**src/rtl/pc_next_unit.sv**
```systemverilog
// rtl/pc_next_unit.sv - program counter with branch/jump redirect, timed flush, stall and halt
module pc_next_unit #(
    parameter int ADDR_WIDTH   = 16,
    parameter int OFFSET_WIDTH = 8,
    parameter int RESET_PC     = 0,
    parameter int FLUSH_CYCLES = 2
) (
    input  logic                    clk,
    input  logic                    rst,
    input  logic                    branch,
    input  logic                    branch_valid,
    input  logic [ADDR_WIDTH-1:0]   branch_pc,
    input  logic [OFFSET_WIDTH-1:0] branch_offset,
    input  logic                    jump,
    input  logic [ADDR_WIDTH-1:0]   jump_target,
    input  logic                    stall,
    input  logic                    halt,
    output logic [ADDR_WIDTH-1:0]   pc,
    output logic                    pc_valid,
    output logic                    flush,
    output logic                    halted
);

    typedef enum logic [1:0] {
        S_RUN   = 2'd0,
        S_FLUSH = 2'd1,
        S_HALT  = 2'd2
    } state_t;

    state_t                  state_q, state_d;
    logic [ADDR_WIDTH-1:0]   pc_q, pc_d;
    logic                    pc_valid_q, pc_valid_d;
    logic                    flush_q, flush_d;
    logic [3:0]              flush_cnt_q, flush_cnt_d;

    logic [ADDR_WIDTH-1:0]   offset_ext;
    logic [ADDR_WIDTH-1:0]   branch_target;
    logic                    taken;
    logic                    redirect_ok;

    assign offset_ext    = {{(ADDR_WIDTH-OFFSET_WIDTH){branch_offset[OFFSET_WIDTH-1]}}, branch_offset};
    assign branch_target = branch_pc + ADDR_WIDTH'(1) + offset_ext;
    assign taken         = branch_valid & branch;
    // The last flush cycle already accepts a new redirect, so back-to-back
    // redirects are spaced exactly FLUSH_CYCLES edges apart.
    assign redirect_ok   = (state_q == S_RUN) ||
                           ((state_q == S_FLUSH) && (flush_cnt_q == 4'd1));

    always_comb begin
        state_d     = state_q;
        pc_d        = pc_q;
        pc_valid_d  = pc_valid_q;
        flush_d     = 1'b0;
        flush_cnt_d = flush_cnt_q;

        case (state_q)
            S_HALT: begin
                pc_valid_d = 1'b0;
            end
            default: begin
                pc_valid_d = 1'b1;
                if (halt) begin
                    state_d     = S_HALT;
                    pc_valid_d  = 1'b0;
                    flush_cnt_d = 4'd0;
                end else if (redirect_ok && taken) begin
                    state_d     = S_FLUSH;
                    pc_d        = branch_target;
                    flush_d     = 1'b1;
                    flush_cnt_d = 4'(FLUSH_CYCLES);
                end else if (redirect_ok && jump) begin
                    state_d     = S_FLUSH;
                    pc_d        = jump_target;
                    flush_d     = 1'b1;
                    flush_cnt_d = 4'(FLUSH_CYCLES);
                end else begin
                    pc_d = stall ? pc_q : pc_q + ADDR_WIDTH'(1);
                    if (state_q == S_FLUSH) begin
                        flush_cnt_d = flush_cnt_q - 4'd1;
                        if (flush_cnt_q == 4'd1) begin
                            state_d = S_RUN;
                        end else begin
                            flush_d = 1'b1;
                        end
                    end
                end
            end
        endcase
    end

    always_ff @(posedge clk or posedge rst) begin
        if (rst) begin
            state_q     <= S_RUN;
            pc_q        <= ADDR_WIDTH'(RESET_PC);
            pc_valid_q  <= 1'b0;
            flush_q     <= 1'b0;
            flush_cnt_q <= 4'd0;
        end else begin
            state_q     <= state_d;
            pc_q        <= pc_d;
            pc_valid_q  <= pc_valid_d;
            flush_q     <= flush_d;
            flush_cnt_q <= flush_cnt_d;
        end
    end

    assign pc       = pc_q;
    assign pc_valid = pc_valid_q;
    assign flush    = flush_q;
    assign halted   = (state_q == S_HALT);

endmodule

```
**config.mk**
```make
export PLATFORM = sky130hd
export DESIGN_NAME = pc_next_unit
export DESIGN_NICKNAME = d
export VERILOG_FILES = /design/src/rtl/pc_next_unit.sv
export SDC_FILE = /design/constraint.sdc
export NUM_CORES = 1
export LEC_CHECK = 0
export ABC_CLOCK_PERIOD_IN_PS = 3700
export CORE_UTILIZATION = 45
export DETAILED_ROUTE_END_ITERATION = 6
export PLACE_DENSITY_LB_ADDON = 0.3
export REMOVE_ABC_BUFFERS = 1
export SYNTH_ARGS = -nofsm -noshare
export SYNTH_HDL_FRONTEND = slang
export SYNTH_SLANG_ARGS = --single-unit
```
**constraint.sdc**
```tcl
create_clock -name clk -period 3.7 [get_ports clk]
set_input_delay 0.74 -clock clk [delete_from_list [all_inputs] [get_ports clk]]
set_output_delay 0.74 -clock clk [all_outputs]
set_load 0.01 [all_outputs]
```
==> impl_metrics.json, run 1 <==
{
  "run_status": "finished clean",
  "busiest_layer": "met2",
  "ys_types": 53,
  "dr_total_vias": 2453,
  "relSlewSlack_pct": 40.20,
  "postCtsHoldBufs": 0,
  "cp-end-kind": "flop",
  "required_ps": 3850,
  "crit_fanout": 4,
  "layout_min_cycle_time_ps": 3294,
  "hold_class": "flop to flop",
  "root_buffer": "clkbuf_8",
  "grtUsageMet3_pct": 3.523,
  "grt_first_pass_wirelength_um": 10380,
  "yosysTopAreaCellShare_pct": 25.49,
  "finalPower_mw": 0.7870,
  "cap_violations": 0,
  "route.detailed.drc": 0,
  "track_usage_pct": 24.21,
  "setup_ws_ps": 406.3,
  "synth_commonest_cells": "o21ai_0, a21oi_1, nand2_1, dfrtp_1, nor2_1",
  "cp.arrival_ps": 3450,
  "critPathLaunchType": "primary input",
  "min_to": "flush_cnt_q[3]",
  "r2r_slack_ps": 1090,
  "clock_path_buffers": 2,
  "ys_seq_area_share_pct": 25.49,
  "gp_congestion": 0.8667,
  "rsz0062_at_grt": "no",
  "cts.sinks": 24,
  "hold_violations": 0,
  "cts_tree": "done",
  "h-tree-depth": 1,
  "die_x_um": 74.36,
  "leakage_nw": 1.293,
  "grt_overflow": 0,
  "synth_edf_count": 0,
  "wl_per_cell_um": 14.83,
  "worstRegToRegCells": 7,
  "start_util_pct": 48.28,
  "port_buffers": 65,
  "clk_latency_ps": 270,
  "io_pins": 66,
  "grt_max_degree": 26,
  "rows": 25,
  "drt_iter0_markers": 141,
  "layout-drive-gt1-share_pct": 4.408,
  "r2r_start": "flush_cnt_q[1]",
  "avgSynthCellArea_um2": 7.853,
  "vias_per_cell": 5.705,
  "dp_slack_ps": 155.1,
  "n_antenna_cell": 0,
  "ys_seq_elements": 24,
  "first_pass_iters": 4,
  "hold_depth": 1,
  "grt_pass1_vias": 2302,
  "netlist_instances": 300,
  "fin_setup_tns_ps": 0,
  "synth_most_common_cell": "o21ai_0",
  "hpwl_um": 5049,
  "cts_buffers": 3,
  "synthArstFlopShare_pct": 100.0,
  "core-area_um2": 4880,
  "yosys_warnings": 0,
  "ir_worst_vdd_uv": 138.0,
  "crit_type": "primary input to flop",
  "nFillCells": 449,
  "maxSlewViolCount": 0,
  "drtAntennaViolNets": 0,
  "clk_pin_slew_worst_paths_ps": 80,
  "holdCritStartpoint": "flush_cnt_q[3]",
  "die_y_um": 74.36,
  "syn_area_um2": 2356,
  "clock_skew_ps": 3.319,
  "worstMarginPinSlew_ps": 896.0,
  "gr-usage-met2_pct": 43.13,
  "yosys-top-cells-area": "dfrtp_1, ha_1, o21ai_0",
  "period_share_pct": 89.02,
  "finalSetupViolations": 0,
  "final_nets": 430,
  "synth_area_leader_cell": "dfrtp_1",
  "area_growth_pct": 32.98,
  "r2r_end": "pc[14]",
  "wl_um": 6379,
  "grt_antenna_before_repair": 0,
  "cts_resized": 0,
  "synthFlopType": "dfrtp_1",
  "cts_setup_buffers": 0,
  "power_density_nw_per_um2": 251.2,
  "die_area_um2": 5529,
  "max_freq_mhz": 303.6,
  "globalRouteMet1Util_pct": 29.40
}
[cells by family (layout without fill, tap and decap cells)]
logic type,after synthesis,count (layout),synth area share (%)
xor+xnor,18,18,6.692
compound gates,116,116,32.24
mux,1,1,0.4779
simple gates,98,98,20.50
flops,24,24,25.49
buf+inv,24,87,4.195
fa+ha+maj,19,19,10.41
[state kept, by name, indices dropped and copies added, names as in the netlist]
signal and flops:
flush 1, flush_cnt_q 4, pc 16, pc_valid 1
state_q 2
[area by class of cell]
cell class | instances | area [um2] | area share, %
multi-input cells | 252 | 1657 | 52.88
repair buffers | 70 | 688.2 | 21.96
flip-flops and latches | 24 | 600.6 | 19.17
well taps | 67 | 83.83 | 2.676
clock buffers | 4 | 55.05 | 1.757
inverters | 13 | 48.80 | 1.558
[how the worst max path moves through the flow]
stage | startpoint | to | slack [ps] | cells after the start
3_5_place_dp | branch_offset[0] | pc[14] | 160 | 11
2_1_floorplan | branch_pc[0] | pc[14] | 830 | 10
4_1_cts | branch_pc[0] | pc[14] | 410 | 11
3_3_place_gp | branch_pc[0] | pc[14] | 190 | 11
5_1_grt | branch_pc[0] | pc[14] | 220 | 11
6_report | branch_pc[0] | pc[14] | 410 | 11
[stage by stage]
step,util (%),instances,area [um2],hold WS [ps]
floorplan,-,289,2306,468.2
global placement,63.08,426,3078,500.2
detailed placement,63.08,426,3078,526.4
CTS,64.21,430,3133,533.1
global route,64.21,430,3133,555.8
finish,64.21,430,3133,536.5
[critical path, stage by stage]
cell             delay (ps)
clkdlybuf4s50_1         400
inv_1                    50
ha_1                    160
inv_1                    50
fa_1                    420
a211oi_1                410
o211ai_1                240
a31oi_1                 240
o21ai_0                 150
mux2_2                  290
o32a_1                  290
[metal layers]
layer  routed length (um)  part of all wire (%)
met1                 2763                    43
met4                  119                   1.9
met5                    0                     0
met3                  315                   4.9
met2                 3181                    50
[power by group]
part	switching, mW	internal (mW)
clock	0.0836	0.0950
sequential	0.0297	0.281
combinational	0.134	0.164
total	0.247	0.540
[layout by cell type, fill, tap and decap left out, types with 12 or more instances in the layout]
cell type,n
nand2_1,25
o21ai_0,29
nor2_1,23
clkdlybuf4s50_1,65
a21oi_1,28
ha_1,18
dfrtp_1,24
inv_1,13
nand3_1,12
(Power assumes the default switching activity.)
==> inputs of run 2 (changes only) <==
--- a/config.mk
+++ b/config.mk
@@ -6,6 +6,8 @@
 export NUM_CORES = 1
 export LEC_CHECK = 0
 export ABC_CLOCK_PERIOD_IN_PS = 3700
+export CAP_MARGIN = 30
+export CORE_MARGIN = 4
 export CORE_UTILIZATION = 45
 export DETAILED_ROUTE_END_ITERATION = 6
 export PLACE_DENSITY_LB_ADDON = 0.3
==> impl_metrics.json, run 2 (synthesis results as in run 1) <==
{
  "clock_path_buffers": 2,
  "hold_class": "flop to flop",
  "max_stage_delay_ps": 460,
  "area_growth_pct": 33.14,
  "worstMarginPinSlew_ps": 902.2,
  "cts_buffers": 3,
  "cts_tree": "done",
  "leakage_nw": 1.293,
  "switchingPower_mw": 0.2480,
  "root_buffer": "clkbuf_8",
  "required_ps": 3850,
  "pwr-share-clk_pct": 22.7,
  "h-tree-depth": 1,
  "port_buffers": 65,
  "cap_violations": 0,
  "netSwitchingFraction_pct": 31.48,
  "start_util_pct": 46.43,
  "grt_pass1_vias": 2379,
  "fin_area_um2": 3137,
  "period_share_pct": 90.56,
  "grt_overflow": 0,
  "clk_latency_ps": 260,
  "grt_max_degree": 26,
  "maxSlewViolCount": 0,
  "gp_congestion": 0.8447,
  "layout-drive-gt1-share_pct": 4.408,
  "route.detailed.drc": 0,
  "p_int_mw": 0.5397,
  "run_status": "finished clean",
  "wl_um": 6423,
  "cp_num_buf_inv": 3,
  "die_x_um": 80.36,
  "relSlewSlack_pct": 39.78,
  "dr_total_vias": 2497,
  "path_delay_family": "compound AO/OA/AOI/OAI gates",
  "fin_setup_tns_ps": 0,
  "cts.sinks": 24,
  "holdWs_ps": 513.1,
  "rsz0062_at_grt": "no",
  "vias_per_cell": 5.767,
  "max_freq_mhz": 298.4,
  "clock_skew_ps": 1.281,
  "finalSetupViolations": 0,
  "n_antenna_cell": 0,
  "grt_first_pass_wirelength_um": 10550,
  "die_y_um": 80.36,
  "post_dp_cell_area_um2": 3082,
  "layout_min_cycle_time_ps": 3351,
  "postCtsHoldBufs": 0,
  "dp.cells": 429,
  "grt_antenna_before_repair": 0,
  "drtAntennaViolNets": 0,
  "track_usage_pct": 19.99,
  "ir_worst_vdd_uv": 121.7,
  "clk_pin_slew_worst_paths_ps": 80,
  "cp.arrival_ps": 3500,
  "final_nets": 430,
  "die_area_um2": 6457,
  "cts_resized": 0,
  "final_common_cell": "clkdlybuf4s50_1",
  "crit_type": "primary input to flop",
  "crit_top_cell": "inv_1",
  "final_cell_mix": "clkdlybuf4s50_1, o21ai_0, a21oi_1, nand2_1, dfrtp_1",
  "rows": 26,
  "largest_reg_flops": 16,
  "hold_violations": 0,
  "path_cells": "clkdlybuf4s50_1 -> inv_1 -> ha_1 -> inv_1 -> fa_1 -> a211oi_1 -> o211ai_1 -> a31oi_1 -> o21ai_0 -> mux2_2 -> o32a_1",
  "final_cells": 433,
  "cp-end-kind": "flop",
  "first_pass_iters": 5,
  "seq_power_share_pct": 39.4,
  "drt_iter0_markers": 158,
  "combPwrFrac_pct": 37.8,
  "wl_per_cell_um": 14.83,
  "cts_setup_buffers": 0,
  "hpwl_um": 5005,
  "critPathLaunchType": "primary input",
  "crit_fanout": 4,
  "core-area_um2": 5075,
  "io_pins": 66,
  "cp_slowest_cell": "a211oi_1",
  "power_density_nw_per_um2": 251.1,
  "fin_util_pct": 61.81
}
## run 2: cell counts in the layout (fill, tap and decap cells not counted)
Identical to the previous run, type by type.
## run 2: area by class of cell
| class | instances | area (um2) |
|---|---|---|
| timing repair buffer | 70 | 688.2 |
| tap | 70 | 87.58 |
| fill | 485 | 1938 |
| multi-input combinational | 252 | 1657 |
| clock buffer | 4 | 55.05 |
| sequential | 24 | 600.6 |
| inverter | 13 | 48.80 |
## run 2: path summary, 6_finish.rpt
check / end / cells past startpoint / startpoint / slack (ps)
worst max-delay path: pc[14] / 11 / branch_pc[0] / 350
worst min-delay path: flush_cnt_q[3] / 1 / flush_cnt_q[3] / 510
worst max register to register: pc[15] / 7 / flush_cnt_q[1] / 1060
worst min register to register: flush_cnt_q[3] / 1 / flush_cnt_q[3] / 510
max in group asynchronous: pc[15] / 2 / rst / 2180
min in group asynchronous: pc[2] / 2 / rst / 970
## run 2: stage by stage
step / setup slack, ps / total power, mW
floorplan: 835.0 / 0.4754
global placement: 188.0 / 0.6050
detailed placement: 142.5 / 0.6109
CTS: 395.7 / 0.7922
global route: 245.8 / 0.8374
finish: 349.1 / 0.7877
## run 2: per-layer routing
layer  wire, um  GRT usage (%)
met1       2910          26.34
met2       3115          34.77
met3        335          1.906
met4         61          5.236
met5          0              0
## run 2: power by group through the flow
stage	Combinational [mW]	Clock [mW]	Sequential, mW
after floorplan	0.158	0	0.317
after global placement	0.290	0	0.315
after detailed placement	0.295	0	0.315
after CTS	0.298	0.184	0.310
after global routing	0.329	0.194	0.314
final	0.298	0.179	0.311
==> inputs of run 3 (changes only) <==
--- a/config.mk
+++ b/config.mk
@@ -10,8 +10,10 @@
 export CORE_MARGIN = 4
 export CORE_UTILIZATION = 45
 export DETAILED_ROUTE_END_ITERATION = 6
+export DONT_BUFFER_PORTS = 1
 export PLACE_DENSITY_LB_ADDON = 0.3
 export REMOVE_ABC_BUFFERS = 1
+export SETUP_SLACK_MARGIN = 0.05
 export SYNTH_ARGS = -nofsm -noshare
 export SYNTH_HDL_FRONTEND = slang
 export SYNTH_SLANG_ARGS = --single-unit
==> impl_metrics.json, run 3 (synthesis results as in run 1) <==
{
  "p_int_mw": 0.4675,
  "gp_congestion": 0.8539,
  "wl_per_cell_um": 16.76,
  "path_cells": "inv_1 -> ha_1 -> inv_1 -> fa_1 -> a211oi_1 -> buf_4 -> o211ai_1 -> a31oi_1 -> o21ai_0 -> mux2_2 -> o32a_1",
  "core-area_um2": 5075,
  "switchingPower_mw": 0.2387,
  "cts_resized": 0,
  "netSwitchingFraction_pct": 33.80,
  "hpwl_um": 4732,
  "area_growth_pct": 5.523,
  "run_status": "finished clean",
  "hold_class": "primary input to async pin",
  "seq_area_um2": 600.6,
  "path_delay_family": "compound AO/OA/AOI/OAI gates",
  "first_pass_iters": 4,
  "rows": 26,
  "layout-drive-gt1-share_pct": 5.051,
  "nFillCells": 529,
  "die_x_um": 80.36,
  "ir_worst_vdd_uv": 157.0,
  "grt_pass1_vias": 2060,
  "combPwrFrac_pct": 27.8,
  "clock_path_buffers": 2,
  "crit_type": "primary input to flop",
  "wl_um": 6151,
  "port_buffers": 0,
  "period_share_pct": 74.92,
  "pwr-share-clk_pct": 26.5,
  "max_stage_delay_ps": 410,
  "power_density_nw_per_um2": 284.0,
  "final_common_cell": "o21ai_0",
  "grt_first_pass_wirelength_um": 10080,
  "max_freq_mhz": 360.8,
  "final_cell_mix": "o21ai_0, a21oi_1, nand2_1, dfrtp_1, nor2_1",
  "leakage_nw": 1.041,
  "crit_top_cell": "inv_1",
  "finalSetupViolations": 0,
  "drt_iter0_markers": 122,
  "holdWs_ps": 389.6,
  "clock_skew_ps": 2.399,
  "grt_overflow": 0,
  "relSlewSlack_pct": 59.85,
  "io_pins": 66,
  "cp.arrival_ps": 2940,
  "required_ps": 3860,
  "multi_input_area_um2": 1657,
  "cts_tree": "done",
  "final_nets": 364,
  "drtAntennaViolNets": 0,
  "clk_pin_slew_worst_paths_ps": 90,
  "seq_power_share_pct": 45.7,
  "cap_violations": 0,
  "vias_per_cell": 5.970,
  "die_y_um": 80.36,
  "root_buffer": "clkbuf_8",
  "n_antenna_cell": 0,
  "worstMarginPinSlew_ps": 599.9,
  "h-tree-depth": 1,
  "cp-end-kind": "flop",
  "cts.sinks": 24,
  "cts_buffers": 3,
  "largest_reg_flops": 16,
  "fin_setup_tns_ps": 0,
  "cts_setup_buffers": 0,
  "grt_antenna_before_repair": 0,
  "critPathLaunchType": "primary input",
  "dr_total_vias": 2191,
  "start_util_pct": 46.43,
  "cp_num_buf_inv": 3,
  "grt_max_degree": 26,
  "maxSlewViolCount": 0,
  "layout_min_cycle_time_ps": 2772,
  "die_area_um2": 6457,
  "crit_fanout": 4,
  "clk_latency_ps": 270,
  "postCtsHoldBufs": 0,
  "track_usage_pct": 19.46,
  "cp_slowest_cell": "fa_1",
  "rsz0062_at_grt": "no",
  "route.detailed.drc": 0,
  "hold_violations": 0
}
-- run 3: final cells by class --
| type | instances | area share, % |
|---|---|---|
| Clock buffer | 4 | 2.214 |
| Inverter | 13 | 1.963 |
| Multi-Input combinational cell | 252 | 66.63 |
| Sequential cell | 24 | 24.16 |
| Tap cell | 70 | 3.523 |
| Timing Repair Buffer | 4 | 1.510 |
-- run 3: path summary, 6_finish.rpt --
kind | from | to | slack, ps | cells after the start
setup reg to reg | flush_cnt_q[1] | pc[14] | 1100 | 7
hold reg to reg | flush_cnt_q[3] | flush_cnt_q[3] | 530 | 1
min in group clk | halt | state_q[0] | 520 | 1
hold / removal | rst | pc[2] | 390 | 1
setup / recovery | branch_pc[0] | pc[14] | 930 | 11
max in group asynchronous | rst | state_q[1] | 2840 | 2
-- run 3: through the flow --
step	std cells	area (um2)	setup slack [ps]	utilization, %	power (mW)
6_report	367	2486	928.0	48.99	0.7062
3_5_place_dp	362	2416	666.2	47.61	0.5191
3_3_place_gp	362	2416	699.5	47.61	0.5158
5_1_grt	367	2486	726.4	48.99	0.7439
2_1_floorplan	289	2306	835.0	-	0.4754
4_1_cts	366	2471	922.9	48.69	0.7032
-- run 3: worst register-to-register path, stage by stage, from the launching register on --
cell      delay, ps
dfrtp_1         410
inv_1            80
ha_1            160
or3b_1          480
a211oi_4        500
o21ai_4         260
a32o_1          290
o32a_1          320
-- run 3: metal layers --
layer  track usage, %  vias up  wire length (um)  part of all wire (%)
li1                 -     1113                 -                     -
met4            4.730        0                86                   1.4
met3            4.148        7               347                   5.6
met2            32.62       60              2810                    46
met1            25.34     1011              2907                    47
met5                0        -                 0                     0
-- run 3: power groups by stage --
stage                     registers [mW]  clock network [mW]  logic (mW)
after floorplan                    0.317                   0       0.158
after global placement             0.327                   0       0.188
after detailed placement           0.328                   0       0.191
after CTS                          0.323               0.187       0.193
after global routing               0.326               0.195       0.222
final                              0.322               0.187       0.196
